===== src/rtl/ts_ddr_arbiter.sv =====
// Shares one Avalon-MM DDR3 master port between the TS record (write) and replay (read) paths.
// Burst-limited round-robin arbitration with a cap on reads in flight.
module ts_ddr_arbiter #(
  parameter int unsigned ADDR_WIDTH  = 24,
  parameter int unsigned DATA_WIDTH  = 32,
  parameter int unsigned MAX_BURST   = 16,
  parameter int unsigned MAX_PENDING = 8,
  localparam int unsigned PW = $clog2(MAX_PENDING + 1)
) (
  input  logic                  SYS_CLOCK,
  input  logic                  SYS_RESET,
  input  logic                  WR_REQ,
  input  logic [ADDR_WIDTH-1:0] WR_ADDR,
  input  logic [DATA_WIDTH-1:0] WR_DATA,
  input  logic [3:0]            WR_BE,
  output logic                  WR_ACK,
  input  logic                  RD_REQ,
  input  logic [ADDR_WIDTH-1:0] RD_ADDR,
  output logic                  RD_ACK,
  output logic [DATA_WIDTH-1:0] RD_DATA,
  output logic                  RD_VALID,
  output logic [ADDR_WIDTH-1:0] ddr_address,
  output logic                  ddr_write,
  output logic [DATA_WIDTH-1:0] ddr_writedata,
  output logic [3:0]            ddr_byteenable,
  output logic                  ddr_read,
  input  logic                  ddr_waitrequest,
  input  logic                  ddr_readdatavalid,
  input  logic [DATA_WIDTH-1:0] ddr_readdata,
  output logic [1:0]            GRANT,
  output logic [PW-1:0]         PENDING
);

  localparam int unsigned BW = $clog2(MAX_BURST + 1);
  localparam logic [1:0] GNT_WR = 2'b01;
  localparam logic [1:0] GNT_RD = 2'b10;

  typedef enum logic [1:0] {ST_ARB, ST_ISSUE_WR, ST_ISSUE_RD} state_e;

  state_e                state_q, state_d;
  logic [ADDR_WIDTH-1:0] addr_q, addr_d;
  logic [DATA_WIDTH-1:0] wdata_q, wdata_d;
  logic [3:0]            be_q, be_d;
  logic                  write_q, write_d;
  logic                  read_q, read_d;
  logic [1:0]            grant_q, grant_d;
  logic [BW-1:0]         burst_q, burst_d;
  logic [PW-1:0]         pending_q, pending_d;

  logic wr_accept, rd_accept, wr_elig, rd_elig, burst_lt_max;
  logic grant_wr, grant_rd;
  logic [BW-1:0] burst_inc;

  assign wr_accept    = write_q && !ddr_waitrequest;
  assign rd_accept    = read_q && !ddr_waitrequest;
  assign wr_elig      = WR_REQ;
  assign rd_elig      = RD_REQ && (pending_q < PW'(MAX_PENDING));
  assign burst_lt_max = burst_q < BW'(MAX_BURST);
  assign burst_inc    = burst_lt_max ? burst_q + BW'(1) : burst_q;

  // Winner selection: previous owner keeps the port until its burst allowance runs out
  always_comb begin
    grant_wr = 1'b0;
    grant_rd = 1'b0;
    if (wr_elig && rd_elig) begin
      grant_rd = grant_q[1] ? burst_lt_max : !burst_lt_max;
      grant_wr = !grant_rd;
    end else begin
      grant_wr = wr_elig;
      grant_rd = rd_elig;
    end
  end

  always_comb begin
    state_d   = state_q;
    addr_d    = addr_q;
    wdata_d   = wdata_q;
    be_d      = be_q;
    write_d   = write_q;
    read_d    = read_q;
    grant_d   = grant_q;
    burst_d   = burst_q;
    pending_d = pending_q;

    case (state_q)
      ST_ARB: begin
        if (grant_wr) begin
          state_d = ST_ISSUE_WR;
          write_d = 1'b1;
          addr_d  = WR_ADDR;
          wdata_d = WR_DATA;
          be_d    = WR_BE;
          grant_d = GNT_WR;
          burst_d = (grant_q == GNT_WR) ? burst_inc : BW'(1);
        end else if (grant_rd) begin
          state_d = ST_ISSUE_RD;
          read_d  = 1'b1;
          addr_d  = RD_ADDR;
          be_d    = 4'hF;
          grant_d = GNT_RD;
          burst_d = (grant_q == GNT_RD) ? burst_inc : BW'(1);
        end
      end
      ST_ISSUE_WR: begin
        if (!ddr_waitrequest) begin
          write_d = 1'b0;
          state_d = ST_ARB;
        end
      end
      ST_ISSUE_RD: begin
        if (!ddr_waitrequest) begin
          read_d  = 1'b0;
          state_d = ST_ARB;
        end
      end
      default: begin
        state_d = ST_ARB;
        write_d = 1'b0;
        read_d  = 1'b0;
      end
    endcase

    // A return with nothing outstanding is forwarded but never underflows the count
    case ({rd_accept, ddr_readdatavalid && (pending_q != '0)})
      2'b10:   pending_d = pending_q + PW'(1);
      2'b01:   pending_d = pending_q - PW'(1);
      default: pending_d = pending_q;
    endcase
  end

  always_ff @(posedge SYS_CLOCK) begin
    if (SYS_RESET) begin
      state_q   <= ST_ARB;
      addr_q    <= '0;
      wdata_q   <= '0;
      be_q      <= 4'hF;
      write_q   <= 1'b0;
      read_q    <= 1'b0;
      grant_q   <= '0;
      burst_q   <= '0;
      pending_q <= '0;
    end else begin
      state_q   <= state_d;
      addr_q    <= addr_d;
      wdata_q   <= wdata_d;
      be_q      <= be_d;
      write_q   <= write_d;
      read_q    <= read_d;
      grant_q   <= grant_d;
      burst_q   <= burst_d;
      pending_q <= pending_d;
    end
  end

  assign WR_ACK         = wr_accept && !SYS_RESET;
  assign RD_ACK         = rd_accept && !SYS_RESET;
  assign RD_DATA        = ddr_readdata;
  assign RD_VALID       = ddr_readdatavalid;
  assign ddr_address    = addr_q;
  assign ddr_write      = write_q;
  assign ddr_writedata  = wdata_q;
  assign ddr_byteenable = be_q;
  assign ddr_read       = read_q;
  assign GRANT          = grant_q;
  assign PENDING        = pending_q;

endmodule


===== config.mk =====
export PLATFORM = sky130hd
export DESIGN_NAME = ts_ddr_arbiter
export DESIGN_NICKNAME = d
export VERILOG_FILES = /design/src/rtl/ts_ddr_arbiter.sv
export SDC_FILE = /design/constraint.sdc
export NUM_CORES = 1
export LEC_CHECK = 0
export BUFFER_PORTS_ARGS = -buffer_cell sky130_fd_sc_hd__buf_4
export CELL_PAD_IN_SITES_DETAIL_PLACEMENT = 1
export CELL_PAD_IN_SITES_GLOBAL_PLACEMENT = 1
export CORE_MARGIN = 1.5
export CORE_UTILIZATION = 28
export CTS_CLUSTER_DIAMETER = 80
export DETAILED_ROUTE_END_ITERATION = 8
export HOLD_SLACK_MARGIN = 0.12
export PLACE_DENSITY = 0.9
export SETUP_SLACK_MARGIN = 0.4
export SLEW_MARGIN = 20
export SYNTH_ARGS = -nofsm -noshare
export SYNTH_HDL_FRONTEND = slang
export SYNTH_SLANG_ARGS = --single-unit

===== constraint.sdc =====
create_clock -name SYS_CLOCK -period 2.4 [get_ports SYS_CLOCK]
set_clock_uncertainty 0.15 [all_clocks]
set_input_delay 0.24 -clock SYS_CLOCK [delete_from_list [all_inputs] [get_ports SYS_CLOCK]]
set_output_delay 0.24 -clock SYS_CLOCK [all_outputs]
set_load 0.005 [all_outputs]

; Word-level counts from Yosys, hierarchy flattened
; Index checks and enable logic that the tools add are counted.
[classes]
n_lt_le_gt_ge = 2
n_div = 0
n_shift = 0
mux = 23
bitwise = 2
eq_ne = 13
n_addsub = 3
mul = 0
reduce_logical = 21
[ops]
columns = op, n
row1 = $mux W24, 2
row2 = $mux W5, 5
row3 = $ne A2 B2 Y1 const B, 6
row4 = $mux W4, 2
row5 = $pmux W4 S2, 1
row6 = $logic_and A1 B1 Y1, 7
row7 = $mux W1, 7
row8 = $eq A2 B1 Y1 const B, 3
row9 = $eq A2 B2 Y1 const B, 3
row10 = $mux W2, 3
row11 = $pmux W1 S3, 2
row12 = $reduce_and A2 Y1, 3
row13 = $add A5 B1 Y5 const B, 1
row14 = $lt A5 B5 Y1 const B, 1
row15 = $add A4 B1 Y4 const B, 1
row16 = $logic_not A1 Y1, 4
row17 = $lt A4 B4 Y1 const B, 1
row18 = $pmux W2 S2, 1
row19 = $reduce_and A4 Y1, 1
row20 = $reduce_bool A2 Y1, 2
row21 = $reduce_bool A4 Y1, 1
row22 = $sub A4 B1 Y4 const B, 1
row23 = $ne A3 B3 Y1 const B, 1
row24 = $reduce_and A3 Y1, 1
row25 = 3 further kinds, 4
[word_totals]
latchBits = 0
mem_bits_ro = 0
ramBits = 0
ff_bits = 75
input_bits = 122
mem_count = 0

; Longest topological paths before layout
[logic_depth]
word_depth = 7
ltp_mapped = 8

; Worst setup path before layout
; OpenSTA, ideal clock, no wires.
[synth_path]
path_kind = reg2reg
start = reg pending_q[1] (netlist: PENDING[1])
end = reg pending_q[2] (netlist: PENDING[2])
synth_period_minus_slack_ns = 2.222
setup_slack_ns = 0.178
stages_incl_launch_ff = 9
setup_time_ns = 0.070
arrival_time_ns = 2.001
required_time_ns = 2.180
cell_sequence = dfxtp_1 > o41a_1 > ha_1 > xor2_1 > ha_1 > a21oi_1 > xor2_1 > or3_1 > a21oi_1
[synth_between]
elab_chain_cells = 4
[synth_rtl]
columns = item, line
row1 = from (decl), 48  ; logic [PW-1:0] pending_q, pending_d;
row2 = from (signal assigned), 151  ; pending_q <= pending_d;
row3 = "parallel branches: the longest is 4 deep, another holds $sub A4 B1 Y4", n/a
; Parallel ways; which one is timed is not known.
; A chain may end at the register's enable or synchronous reset.

; Worst setup path in the final report
; Same ends and word-level chain as after synthesis.

==> results.toml <==
[synthesis]
synth_edf_count = 0
yosys_warnings = 0
yosysUniqueCellTypes = 44
synth-main-ff-cell = "dfxtp_1"
ys_ff_latch = 75
postSynthCellCount = 375
syn_nets = 504
yosysTopAreaCell = "dfxtp_1"
yosysSeqAreaShare_pct = 45.47
syn_area_per_cell_um2 = 8.805
syn-cell-area_mm2 = 0.003302
synthArstFlopShare_pct = 0
synth_top_area_share_pct = 45.47
synth.area.top_cells = "dfxtp_1, buf_4, nand2_1, a222oi_1, a21oi_1"

[power_and_ir_drop]
ir_worst_vdd_v = 0.0004011
leakage_uw = 0.002457
power_density_mw_per_mm2 = 704.4

[flow_run]
max_cap_viol_count = 0

[global_routing]
grt_usage_pct = 19.66
grt_overflow_total = 0
grt_pass1_vias = 4035
grt_pass1_wl_mm = 19.69
antenna_found_initial = 0
grt_max_degree = 59

[setup_path]
timing.rr.start = "PENDING[1]"
crit_arrival_ns = 2.29
start_kind = "register"
ff2ff_path_depth = 8
critPathKind = "reg2reg"
worst-r2r-setup-slack_ns = 0.22
crit_fanout = 3
rr_endpoint = "PENDING[2]"
worstPathRequired_ns = 2.51
end_kind = "register"

[timing]
fin_setup_tns_ns = 0
fin_ws_ns = 0.2194
maxSlewHeadroom_pct = 63.01
fmax_mhz = 458.6
worst_pin_slew_ns = 0.5548
setup_viol = 0
whs_ns = 0.1793
rsz0062_at_grt = "true"
hold_violations = 0
fin_crit_sh_pct = 90.86
period_needed_ns = 2.181
slew_violations = 0

[drt]
dr_total_vias = 3653
wire_per_inst_um = 16.94
ant_nets = 0
route.detailed.drc = 0
vias_per_cell = 4.984
drt_iter0_markers = 203
routed_wl_mm = 12.42
dr.pass1.iters = 7

[floorplan]
rows = 39
die_h_um = 111.6
core_region_area_mm2 = 0.01147
boundaryPins = 225
dieArea_mm2 = 0.01245
die_x_um = 111.6
start_util_pct = 28.79

[placed_design]
gp_congestion = 0.7703
place_inst = 627
dp_hpwl_mm = 7.266
io_buffer_count = 160
dp_slack_ns = 0.1599

[worst_hold_path]
hold_path_end = "state_q[1]"
hp-start = "ddr_waitrequest"
hp-class = "in2reg"
min_path_cells = 4

[clock_tree]
clkTransAtPathRegs_ns = 0.06
cts_tree = "built"
clockRootBuffer = "clkbuf_16"
clkSinkCount = 75
ctsHtreeMaxLevel = 3
max-clock-path-buffers = 2
clk_latency_ns = 0.33
cts_buffers = 9

[final_layout]
final_cell_count_no_fill = 733
final_core_util_pct = 49.41
layout-drive-gt1-share_pct = 35.59
diodes = 0
areaGrowthSynthToFinish_pct = 71.58
finalNetCount = 714

[run_status]
status = "completed"
==> state kept, by name, summed over array words and instances (netlist names) <==
| register | cells |
|---|---|
| GRANT | 2 |
| state_q | 2 |
| ddr_address | 24 |
| ddr_write | 1 |
| ddr_read | 1 |
| ddr_writedata | 32 |
| ddr_byteenable | 4 |
| burst_q | 5 |
| PENDING | 4 |
==> per-stage QoR <==
stage	cell area, um^2	total power (uW)
final	5665	3991
after global routing	5665	4189
after CTS	5590	3970
after detailed placement	4383	2329
after global placement	4383	2273
after floorplan	3312	1950
==> what timing repair did <==
action / CTS / global route
pin swaps: 3 / 5
buffers inserted: 2 / 3
hold buffers: 84 / 0
hold endpoints to repair: 60 / 0
setup endpoints to repair: 3 / 26
resized for setup: 5 / 10
cloned: 0 / 1
==> cells in the mapped netlist (all sizes together) (3+ instances only) <==
cell     n
dfxtp   75
nand2   67
buf     47
a21oi   42
nor2    35
a222oi  24
clkbuf  11
nand2b   8
ha       7
inv      7
o21ai    6
o22ai    4
a31oi    3
nor2b    3
nor3     3
o211ai   3
xor2     3
==> power breakdown <==
part	switching, uW	internal, uW	leakage (uW)
sequential	80.3	1370	0.000619
clock	522	966	0.000159
combinational	483	567	0.00168
==> area by class of cell <==
type | count | area (um^2)
clock buffers | 12 | 256.5
clock inverters | 4 | 72.57
fillers | 1265 | 5802
inverters | 7 | 26.28
multi-input cells | 235 | 1450
flip-flops and latches | 75 | 1511
well taps | 143 | 178.9
repair buffers | 257 | 2170
==> metal layers <==
layer  vias to the layer above  GRT usage, %  routed length, um
met3                        53         4.736                729
met5                         -             0                  0
met2                       161         37.06               6472
met4                         0         12.32                614
li1                       1707             -                  -
met1                      1732         19.19               4603
==> cell families (layout without fill, tap and decap cells) <==
kind of cell	Yosys count	count (layout)	synth area share, %
flops	75	75	45.47
compound gates	96	96	21.03
xor+xnor	4	4	1.289
simple gates	124	124	16.03
fa+ha+maj	7	7	2.652
mux	4	4	1.288
buf+inv	65	280	12.24
==> cell usage in the layout, fill, tap and decap left out, types with 4 or more instances in the layout <==
master	n
nor2_1	35
o22ai_1	4
a21oi_1	39
a222oi_1	24
buf_4	171
inv_1	6
dfxtp_1	71
o21ai_0	4
nand2b_1	7
dlygate4sd3_1	84
nand2_1	67
clkbuf_16	10
ha_1	4
==> worst max-delay path by stage <==
stage / cells after the start / startpoint / slack (ns) / to
after detailed placement: 8 / PENDING[0] / 0.16 / PENDING[2]
after floorplan: 8 / PENDING[0] / 0.30 / PENDING[2]
after global placement: 8 / PENDING[0] / 0.26 / PENDING[2]
after CTS: 8 / PENDING[0] / 0.20 / PENDING[2]
after global routing: 8 / PENDING[1] / 0.16 / PENDING[2]
final: 8 / PENDING[1] / 0.22 / PENDING[2]
==> critical path: stages (launching register included) <==
cell and delay [ns]:
dfxtp_4 0.35, o41a_1 0.45, ha_4 0.19, xor2_2 0.14, ha_2 0.18, a21oi_2 0.11
xor2_1 0.09, or3_1 0.34, a21oi_2 0.12
(Power assumes the default switching activity.)
